[src/rtl/fetch_pkg.sv]
// fetch_pkg: shared types and constants for the instruction fetch stage.
package fetch_pkg;
   localparam int INSTRUCTION_BYTES = 4;
   typedef enum logic [1:0] {REQUEST, WAIT, DISCARD, HALT} fetch_state;
   typedef struct packed {
      logic [31:0] instruction;
      logic [31:0] address;
   } fetch_packet;
endpackage

[src/rtl/skid_buffer_port.sv]
// skid_buffer_port: valid/ready channel carrying a fetch_packet to the decoder.
interface skid_buffer_port;
   import fetch_pkg::*;
   logic valid;
   logic ready;
   fetch_packet data;
   modport downstream (output valid, output data, input ready);
   modport upstream (input valid, input data, output ready);
endinterface

[src/rtl/fetch_queue.sv]
// fetch_queue: 2-entry FIFO of fetch packets; flush overrides push and pop.
module fetch_queue
   import fetch_pkg::*;
(
   input  logic        clock,
   input  logic        reset,
   input  logic        push,
   input  logic        pop,
   input  logic        flush,
   input  fetch_packet data_in,
   output fetch_packet head,
   output logic        full,
   output logic        empty,
   output logic [1:0]  occupancy
);
   fetch_packet slot0, slot1;
   logic [1:0] count;
   logic do_pop, do_push, write_second;
   always_comb begin
      do_pop = pop && count != 2'd0;
      do_push = push && (count != 2'd2 || do_pop);
      write_second = do_pop ? count == 2'd2 : count == 2'd1;
   end
   // Pop shifts slot1 forward first; a push into slot0 then overrides it.
   always_ff @(posedge clock or posedge reset)
      if (reset) begin
         count <= 2'd0;
         slot0 <= '0;
         slot1 <= '0;
      end else if (flush) begin
         count <= 2'd0;
      end else begin
         if (do_pop) slot0 <= slot1;
         if (do_push && !write_second) slot0 <= data_in;
         if (do_push && write_second) slot1 <= data_in;
         count <= count + {1'b0, do_push} - {1'b0, do_pop};
      end
   assign head = slot0;
   assign full = count == 2'd2;
   assign empty = count == 2'd0;
   assign occupancy = count;
endmodule

[src/rtl/fetch_unit.sv]
// fetch_unit: PC, single-outstanding instruction fetch and 2-entry decode queue.
module fetch_unit
   import fetch_pkg::*;
#(
   parameter logic [31:0] RESET_VECTOR = 32'h0000_0000
) (
   input  logic                       clock,
   input  logic                       reset,
   output logic                       mem_req_valid,
   input  logic                       mem_req_ready,
   output logic [31:0]                mem_req_address,
   input  logic                       mem_resp_valid,
   input  logic [31:0]                mem_resp_data,
   input  logic                       redirect_valid,
   input  logic [31:0]                redirect_address,
   output logic                       misaligned,
   skid_buffer_port.downstream        decoder
);
   fetch_state state;
   logic [31:0] pc;
   logic full, empty, handshake, push, pop, bad_target;
   logic [1:0] occupancy;
   fetch_packet head;
   always_comb begin
      mem_req_valid = !reset && state == REQUEST && occupancy < 2'd2;
      handshake = mem_req_valid && mem_req_ready;
      bad_target = redirect_address[1:0] != 2'b00;
      push = state == WAIT && mem_resp_valid && !redirect_valid && !full;
      pop = decoder.valid && decoder.ready;
   end
   assign mem_req_address = pc;
   assign decoder.valid = !empty;
   assign decoder.data = head;
   // A redirect leaves a request outstanding if one was just accepted or is
   // still awaiting its response; that response must then be discarded.
   always_ff @(posedge clock or posedge reset)
      if (reset) begin
         state <= REQUEST;
         pc <= RESET_VECTOR;
         misaligned <= 1'b0;
      end else if (state != HALT && redirect_valid) begin
         if (bad_target) begin
            misaligned <= 1'b1;
            state <= HALT;
         end else begin
            pc <= redirect_address;
            state <= (handshake || (state != REQUEST && !mem_resp_valid)) ? DISCARD : REQUEST;
         end
      end else if (state != HALT) begin
         if (push) pc <= pc + 32'(INSTRUCTION_BYTES);
         if (handshake) state <= WAIT;
         else if (state != REQUEST && mem_resp_valid) state <= REQUEST;
      end
   fetch_queue queue (
      .clock     (clock),
      .reset     (reset),
      .push      (push),
      .pop       (pop),
      .flush     (redirect_valid),
      .data_in   ('{instruction: mem_resp_data, address: pc}),
      .head      (head),
      .full      (full),
      .empty     (empty),
      .occupancy (occupancy)
   );
endmodule

[src/flat_wrapper.sv]
// flat-port wrapper written by rule: the top's interface ports become plain ports
module fetch_unit_flat import fetch_pkg::*;
#(
   parameter logic [31:0] RESET_VECTOR = 32'h0000_0000
)
  (clock, reset, mem_req_valid, mem_req_ready, mem_req_address, mem_resp_valid, mem_resp_data, redirect_valid, redirect_address, misaligned, decoder_valid, decoder_data, decoder_ready);
  skid_buffer_port decoder_i ();
  input  logic clock;
  input  logic reset;
  output logic mem_req_valid;
  input  logic mem_req_ready;
  output logic [31:0] mem_req_address;
  input  logic mem_resp_valid;
  input  logic [31:0] mem_resp_data;
  input  logic redirect_valid;
  input  logic [31:0] redirect_address;
  output logic misaligned;
  output wire logic [$bits(decoder_i.valid)-1:0] decoder_valid;
  output wire logic [$bits(decoder_i.data)-1:0] decoder_data;
  input wire logic [$bits(decoder_i.ready)-1:0] decoder_ready;
  assign decoder_valid = decoder_i.valid;
  assign decoder_data = decoder_i.data;
  assign decoder_i.ready = decoder_ready;
  fetch_unit #(.RESET_VECTOR(RESET_VECTOR)) u_core (.clock(clock), .reset(reset), .mem_req_valid(mem_req_valid), .mem_req_ready(mem_req_ready), .mem_req_address(mem_req_address), .mem_resp_valid(mem_resp_valid), .mem_resp_data(mem_resp_data), .redirect_valid(redirect_valid), .redirect_address(redirect_address), .misaligned(misaligned), .decoder(decoder_i));
endmodule
[config.mk]
export PLATFORM = sky130hd
export DESIGN_NAME = fetch_unit_flat
export DESIGN_NICKNAME = d
export VERILOG_FILES = /design/src/rtl/fetch_pkg.sv /design/src/rtl/skid_buffer_port.sv /design/src/rtl/fetch_queue.sv /design/src/rtl/fetch_unit.sv /design/src/flat_wrapper.sv
export SDC_FILE = /design/constraint.sdc
export NUM_CORES = 1
export LEC_CHECK = 0
export CAP_MARGIN = 0
export CORE_MARGIN = 2
export CORE_UTILIZATION = 51
export DETAILED_ROUTE_END_ITERATION = 8
export GPL_TIMING_DRIVEN = 0
export PLACE_DENSITY = 0.8
export SKIP_CTS_REPAIR_TIMING = 1
export SYNTH_ARGS = -nofsm -noshare
export SYNTH_HDL_FRONTEND = slang
export SYNTH_SLANG_ARGS = --single-unit
[constraint.sdc]
create_clock -name clock -period 6.7 [get_ports clock]
set_input_delay 1.34 -clock clock [delete_from_list [all_inputs] [get_ports clock]]
set_output_delay 1.34 -clock clock [all_outputs]
set_load 0.005 [all_outputs]
After elaboration in Yosys (flattened, before gate mapping)
Cells that the tools add are included.
W data, S select, Z words.
{"block": "totals", "register_bits": 165, "latch_bits": 0, "mem_bits_rw": 0, "rom_bits": 0, "out_inout_bits": 99, "n_memories": 0}
{"block": "op_classes", "n_addsub": 3, "multipliers": 0, "div_mod_pow": 0, "magnitude_cmp": 1, "n_eq_ne": 6, "shifts": 0, "n_mux": 14, "n_bitwise": 1, "n_reduce_logical": 36}
{"op": "$mux W32", "n": 4}
{"op": "$mux W64", "n": 2}
{"op": "$add A32 B3 Y32 const B", "n": 1}
{"op": "$logic_and A1 B1 Y1", "n": 14}
{"op": "$mux W2", "n": 7}
{"op": "$reduce_bool A2 Y1", "n": 6}
{"op": "$reduce_and A2 Y1", "n": 4}
{"op": "$logic_not A1 Y1", "n": 6}
{"op": "$ne A2 B2 Y1 const B", "n": 3}
{"op": "$eq A2 B1 Y1 const B", "n": 2}
{"op": "$logic_not A2 Y1", "n": 2}
{"op": "$reduce_and A3 Y1", "n": 1}
{"op": "$reduce_bool A3 Y1", "n": 1}
{"op": "$add A2 B1 Y2", "n": 1}
{"op": "$eq A2 B2 Y1 const B", "n": 1}
{"op": "$logic_or A1 B1 Y1", "n": 2}
{"op": "$lt A2 B2 Y1 const B", "n": 1}
{"op": "$sub A2 B1 Y2", "n": 1}
{"op": "$mux W1", "n": 1}
{"op": "$not A1 Y1", "n": 1}

Longest topological paths before layout
Gate-level depths: netlist of the first run.
{"block": "depth", "word_depth": 9, "depth_mapped": 9}

By module
Synthesis of the first run repeated with hierarchy kept, for this count alone.
{"block": "unflattened", "hier_cells": 619, "hier_area_um2": 8137.8}
{"module": "fetch_queue", "instances": 1, "cells_per_inst": 363, "area_each_um2": 5987.0, "seq_area_each_um2": 3253.1}
{"module": "fetch_unit", "instances": 1, "cells_per_inst": 256, "area_each_um2": 2150.8, "seq_area_each_um2": 875.8}

Worst setup path after synthesis of the first run
OpenSTA, ideal clock, no wires.
{"block": "synth_timing", "kind": "input to output", "startpoint": "in reset", "endpoint": "out mem_req_valid", "arrival_time_ns": 1.676, "setup_slack_ns": 3.684, "stages": 1, "path_cell_list": "nor4_1"}
{"block": "synth_between", "elab_chain_cells": 3}
{"item": "start: declaration", "line_no": "flat_wrapper.sv:9", "source": "input logic reset;"}
{"item": "$logic_not A1 Y1 (no source line)"}
{"item": "$logic_and A1 B1 Y1 (2 in a row)", "line_no": "fetch_unit.sv:25", "source": "mem_req_valid = !reset && state == REQUEST && occupancy < 2'd2;"}
{"item": "end: declaration", "line_no": "flat_wrapper.sv:10", "source": "output logic mem_req_valid;"}
Every way passes these cells.

Final worst setup path of the first run
Same ends and word-level chain as after synthesis.

==> results of run 1 <==
-- metrics by stage --
stage                     total power (uW)  TNS (ps)  instances  instance area (sq um)  hold WS, ps
after floorplan                       1331         0        684                   7584        449.6
after global placement                1577   -188670       1036                   9495        461.3
after detailed placement              1593         0       1037                   9530        467.2
after CTS                             2552         0       1069                  10110        483.7
after global routing                  2644         0       1069                  10110        507.4
final                                 2542         0       1069                  10110        475.9
-- cell families after synthesis --
logic type	share of synthesized area
AOI/OAI and AO/OA	0.1262
xor gates and xnor gates	0.002310
muxes	0.1779
and+or+nand+nor	0.1137
buffers and inverters	0.03052
adders and majority gates	0.004950
DFF	0.5445
-- power groups by stage --
stage / sequential, uW / clock [uW] / combinational, uW
final: 1160 / 965 / 413
after global routing: 1180 / 1010 / 453
after CTS: 1160 / 972 / 416
after detailed placement: 1180 / 0 / 412
after global placement: 1180 / 0 / 398
after floorplan: 1160 / 0 / 174
-- area by class of cell --
class	count	area (sq um)	share of cell area
clock inverters	12	117.6	0.01163
well taps	184	230.2	0.02276
multi-input cells	467	3223	0.3187
clock buffers	20	466.7	0.04614
plain buffers	46	209.0	0.02066
inverters	6	30.03	0.002969
flip-flops and latches	165	4129	0.4082
repair buffers	169	1709	0.1690
-- flip-flops by register name, indices dropped and copies added, names as in the netlist --
signal                  count
u_core.state                2
u_core.queue.occupancy      2
u_core.mem_req_address     32
u_core.queue.head          64
u_core.queue.slot1         64
u_core.misaligned           1
-- worst max path at each step --
stage	from	endpoint	slack, ps	cells past startpoint
finish	reset	mem_req_valid	2540	3
global route	reset	mem_req_valid	2500	3
CTS	reset	mem_req_valid	2530	3
detailed placement	reset	mem_req_valid	2540	3
global placement	reset	u_core.queue.head[16]$_DFFE_PP0P_	-1150	2
floorplan	reset	u_core.mem_req_address[0]$_DFFE_PP0P_	900	1
-- worst max-delay path: stages --
cell and delay [ps]:
sky130_fd_sc_hd__clkdlybuf4s50_1 530, sky130_fd_sc_hd__nor4_1 350, sky130_fd_sc_hd__clkdlybuf4s50_1 600
-- per-layer routing --
| layer | share of wire | up-vias | wire length (microns) | global-route usage |
|---|---|---|---|---|
| li1 | - | 2849 | - | - |
| met2 | 0.48 | 249 | 9879 | 0.4216 |
| met5 | 0 | - | 0 | 0 |
| met3 | 0.063 | 33 | 1278 | 0.06372 |
| met4 | 0.020 | 0 | 416 | 0.08920 |
| met1 | 0.43 | 3129 | 8829 | 0.3462 |
-- cell usage in the layout, fill, tap and decap left out, types with 6 or more instances in the layout --
cell | netlist | layout
sky130_fd_sc_hd__clkdlybuf4s50_1 | 0 | 168
sky130_fd_sc_hd__dfrtp_1 | 165 | 165
sky130_fd_sc_hd__nand2_1 | 93 | 93
sky130_fd_sc_hd__o21ai_0 | 80 | 80
sky130_fd_sc_hd__mux2i_1 | 65 | 65
sky130_fd_sc_hd__mux2_2 | 62 | 62
sky130_fd_sc_hd__buf_2 | 26 | 26
sky130_fd_sc_hd__a21oi_1 | 25 | 25
sky130_fd_sc_hd__nor2_1 | 21 | 21
sky130_fd_sc_hd__clkbuf_1 | 17 | 17
sky130_fd_sc_hd__clkbuf_16 | 0 | 17
sky130_fd_sc_hd__nand3_1 | 11 | 11
sky130_fd_sc_hd__o22ai_1 | 10 | 10
sky130_fd_sc_hd__nand4_1 | 9 | 9
sky130_fd_sc_hd__a31oi_1 | 7 | 7
sky130_fd_sc_hd__o22a_1 | 7 | 7
sky130_fd_sc_hd__o211ai_1 | 6 | 6
==> results.ini, run 1 <==
[timing]
final_hold_viol_count = 0
setup_slack_ps = 2539
unrepaired_setup_endpoints_after_global_routing = no
min_period_over_period = 0.6210
max_clock_freq_ghz = 0.2403
setup_viol = 0
fin_crit_ps = 4161
fin_skew_ps = 12.30
worst_pin_slew_ps = 706.6
final_max_slew_viol_count = 0
timing.max_slew.rel_slack = 0.5253

[routing]
drt-initial-drc-count = 405
drt_pass1_iterations = 5
detail_route.drc_violations = 0
wl_per_cell_microns = 19.09
via_count = 6260
detail_route.vias_per_cell = 5.856
antenna_left = 0
postRouteWirelength_microns = 20400

[cts]
ctsRootBufferMaster = sky130_fd_sc_hd__clkbuf_16
worst_setup_hold_path_clk_slew_ps = 60
cts_tree = yes
cts-buffers-inserted = 17
htreeDepth = 4
clk_path_buf_depth = 2
clock-sinks = 165
insertion_delay_ps = 430

[layout]
final_core_utilization = 0.6959
drive_gt1_frac = 0.1548
n_antenna_cell = 0
fin_nets = 945
num-fill-cells = 1077
areaGrowthSynthToFinish_pct = 33.38

[synth]
seq_area_frac_synth = 0.5445
yosys-top-cells-area = sky130_fd_sc_hd__dfrtp_1 (54%), sky130_fd_sc_hd__mux2_2 (9.2%), sky130_fd_sc_hd__mux2i_1 (8.6%), sky130_fd_sc_hd__o21ai_0 (5.3%), sky130_fd_sc_hd__nand2_1 (4.6%)
synth_top_area_frac = 0.5445
synthesis.area_sq_um = 7584
synthesized_netlist_cell_count = 684
syn_avg_cell_area_sq_um = 11.09
synthTopCellsByCount = sky130_fd_sc_hd__dfrtp_1 (165), sky130_fd_sc_hd__nand2_1 (93), sky130_fd_sc_hd__o21ai_0 (80)
yosys_register_bits = 165
synth_top_cell_by_area = sky130_fd_sc_hd__dfrtp_1
async_reset_ff_frac = 1.000
yosys.cell_count.top_type = sky130_fd_sc_hd__dfrtp_1
yosys_warnings = 0
synth.net_count = 757
synth-edff-count = 0
yosys_most_used_dff = sky130_fd_sc_hd__dfrtp_1
yosysUniqueCellTypes = 59

[critical_path]
crit_path_start_kind = primary input
worst_r2r_path_depth = 7
critical_path.reg2reg.startpoint = u_core.state[1]$_DFFE_PP0P_
criticalPathCategory = primary input to output port
worstSetupEndpointType = output port
reg2reg_setup_slack_ps = 4320
path_max_fanout = 2
cp.arrival_ps = 2820
cp.required_ps = 5360
worst_r2r_endpoint = u_core.mem_req_address[10]$_DFFE_PP0P_

[floorplan]
dieWidth_microns = 125.9
top_level_ports = 169
row_count = 44
die_ar_sq_um = 15860
core_area_sq_um = 14530
dieHeight_microns = 125.9
floorplan.initialDensity = 0.5218

[placed_design]
place_hpwl_microns = 14380
globalplace.congestion = 0.8676
placement.io_buffers = 168
setup_slack_at_placement_ps = 2540

[hold_path]
worst_hold_startpoint = u_core.queue.head[62]$_DFFE_PP0P_
holdPathEnd = u_core.queue.head[62]$_DFFE_PP0P_
min_path_cells = 2
min_path_type = flop to flop

[global_routing]
grt_usage = 0.2605
grt.overflow.total = 0
grt_pass1_wl_microns = 32780
grt_pass1_vias = 6299
antenna_found_initial = 0
largest_net_degree_at_the_start_of_global_routing = 104

[pwr]
powerDensity_nw_per_um2 = 251.3
seqPwrFrac = 0.458
power.share.switching = 0.2770
power_frac_comb = 0.162
cellInternalPower_uw = 1838
vdd_drop_max_mv = 0.1666
clock_power_share = 0.379
total_switching_power_uw = 704.2
total_leakage_power_uw = 0.004807

[status]
run_status = finished clean

[flow_run]
drv_cap = 0

Power figures use the tool's default switching activity.
==> run 2, diff against run 1 <==
Clock period 6.7 ns to 3.9 ns, I/O delays scaled along.
==> run 2 against run 1 <==
  * Setup slack worse by 1600 ps
  * Die area stayed put
  * Power is 70% higher
  * Combinational power is 73% higher
  * Sequential cell count stayed put
  * Sequential power is 72% higher
  * Clock power is 67% higher
  * Utilization is 0.26 points higher
  * Sequential share of layout area is 0.15 points lower
  * Non-clock buffer count is 3 higher
  * Worst hold slack better by 3.7 ps
==> results.ini, run 2 (synthesis gave the netlist of run 1 again) <==
[layout]
drive_gt1_frac = 0.1565  ; +0.001729
n_antenna_cell = 0  ; unchanged
areaGrowthSynthToFinish_pct = 33.87
fin_nets = 948  ; +0.32%
layout.cells.most_common = sky130_fd_sc_hd__clkdlybuf4s50_1
layout.cells.most_common_list = sky130_fd_sc_hd__clkdlybuf4s50_1 (168), sky130_fd_sc_hd__dfrtp_1 (165), sky130_fd_sc_hd__nand2_1 (93), sky130_fd_sc_hd__o21ai_0 (80), sky130_fd_sc_hd__mux2i_1 (65)
num-fill-cells = 1071  ; -0.56%

[floorplan]
dieHeight_microns = 125.9  ; unchanged
row_count = 44  ; unchanged
core_area_sq_um = 14530  ; unchanged
floorplan.initialDensity = 0.5218  ; unchanged
dieWidth_microns = 125.9  ; unchanged
top_level_ports = 169  ; unchanged
die_ar_sq_um = 15860  ; unchanged

[timing]
min_period_over_period = 0.7635
setup_viol = 0  ; unchanged
fin_skew_ps = 11.43  ; -0.8699 ps
timing.setup.tns_ps = 0  ; unchanged
worst_pin_slew_ps = 656.5  ; -50.08 ps
final_max_slew_viol_count = 0  ; unchanged
unrepaired_setup_endpoints_after_global_routing = no
fin_crit_ps = 2978
final_hold_viol_count = 0  ; unchanged
timing.max_slew.rel_slack = 0.5590  ; +0.03364
max_clock_freq_ghz = 0.3358

[global_routing]
grt_usage = 0.2612  ; +0.0007525
largest_net_degree_at_the_start_of_global_routing = 43  ; -59%
grt.overflow.total = 0  ; unchanged
grt_pass1_wl_microns = 32890  ; +0.36%
antenna_found_initial = 0  ; unchanged
grt_pass1_vias = 6393  ; +1.5%

[flow_run]
drv_cap = 0  ; unchanged

[pwr]
total_leakage_power_uw = 0.004813  ; +0.13%
report.power.total_uw = 4334  ; +70%
powerDensity_nw_per_um2 = 426.9  ; +70%
vdd_drop_max_mv = 0.3145  ; +89%

[routing]
detail_route.drc_violations = 0  ; unchanged
antenna_left = 0  ; unchanged
via_count = 6199  ; -0.97%
postRouteWirelength_microns = 20280  ; -0.59%
drt_pass1_iterations = 5  ; unchanged
drt-initial-drc-count = 461  ; +14%
wl_per_cell_microns = 18.92  ; -0.87%
detail_route.vias_per_cell = 5.783  ; -1.3%

[hold_path]
worst_hold_startpoint = u_core.queue.head[49]$_DFFE_PP0P_
min_path_type = flop to flop

[cts]
insertion_delay_ps = 430  ; about the same
ctsRootBufferMaster = sky130_fd_sc_hd__clkbuf_16
htreeDepth = 4  ; unchanged
clock-sinks = 165  ; unchanged
worst_setup_hold_path_clk_slew_ps = 60  ; about the same
cts_tree = yes
cts-buffers-inserted = 17  ; unchanged
clk_path_buf_depth = 2  ; unchanged

[status]
run_status = finished clean

[critical_path]
path_max_fanout = 2  ; unchanged
worst-path-buf-inv = 2  ; unchanged
slowest_cp_cell = sky130_fd_sc_hd__clkdlybuf4s50_1
critical_path.top_delay_family = buffers and inverters
cp_cell_sequence = clkdlybuf4s50_1 -> nor4_1 -> clkdlybuf4s50_1
worstSetupEndpointType = output port
cpPeakStageDelay_ps = 610  ; about the same
cp.arrival_ps = 2200  ; -620 ps
critical_path.reg2reg.startpoint = u_core.state[1]$_DFFE_PP0P_
criticalPathCategory = primary input to output port
crit_path_start = reset
crit_path_start_kind = primary input
cp.required_ps = 3120  ; -2240 ps
critical_path.most_common_cell = sky130_fd_sc_hd__clkdlybuf4s50_1

[placed_design]
place_hpwl_microns = 14470  ; +0.67%
placement.io_buffers = 168  ; unchanged
globalplace.congestion = 0.8651  ; -0.29%

-- run 2: changes by cell type in the layout (fill, tap and decap cells not counted), sizes merged --
cell | previous run | this run
clkinvlp | 4 | 7
buf | 30 | 33
inv | 10 | 5
clkinv | 3 | 4
clkbuf | 37 | 38
-- run 2: layout make-up --
type / count / area (sq um) / share of cell area
Sequential cell: 165 / 4129 / 0.4067
Multi-Input combinational cell: 467 / 3223 / 0.3175
Timing Repair Buffer: 172 / 1762 / 0.1735
Clock buffer: 21 / 470.5 / 0.04634
Tap cell: 184 / 230.2 / 0.02268
Buffer: 46 / 209.0 / 0.02058
Clock inverter: 11 / 102.6 / 0.01011
Inverter: 6 / 26.28 / 0.002588
-- run 2: final timing paths --
path | cells after the start | slack, ps | end
setup / recovery | 3 | 920 | mem_req_valid
hold / removal | 2 | 480 | u_core.queue.head[49]$_DFFE_PP0P_
setup reg to reg | 7 | 1520 | u_core.mem_req_address[2]$_DFFE_PP0P_
hold reg to reg | 2 | 480 | u_core.queue.head[49]$_DFFE_PP0P_
max in group asynchronous | 4 | 2320 | u_core.queue.slot1[4]$_DFFE_PP0P_
min in group asynchronous | 2 | 770 | u_core.queue.slot1[43]$_DFFE_PP0P_
-- run 2: metrics by stage --
stage / area, sq um / instances / worst slack (ps) / util / hold WS (ps)
final: 10150 / 1072 / 922.2 / 0.6985 / 479.6
after global routing: 10150 / 1072 / 841.9 / 0.6985 / 502.9
after CTS: 10150 / 1072 / 917.7 / 0.6985 / 482.6
after detailed placement: 9579 / 1040 / 555.9 / 0.6591 / 465.9
after global placement: 9499 / 1036 / -256.0 / 0.6536 / 462.3
after floorplan: 7587 / 684 / 1021 / - / 449.6
-- run 2: metal layers --
metal,up-vias,part of all wire,GRT usage
li1,2845,-,-
met1,3069,0.43,0.3532
met2,256,0.48,0.4143
met3,29,0.073,0.06627
met4,0,0.019,0.08920
met5,-,0,0
-- run 2: where the power goes --
group / internal (uW) / switching [uW]
Sequential: 1830 / 169
Combinational: 390 / 326
Clock: 927 / 687
Total: 3150 / 1180
-- run 2: tightest hold or removal path: stages, from the launching register on --
cell and delay [ps]:
sky130_fd_sc_hd__dfrtp_1 340, sky130_fd_sc_hd__nand2_1 50, sky130_fd_sc_hd__o21ai_0 60
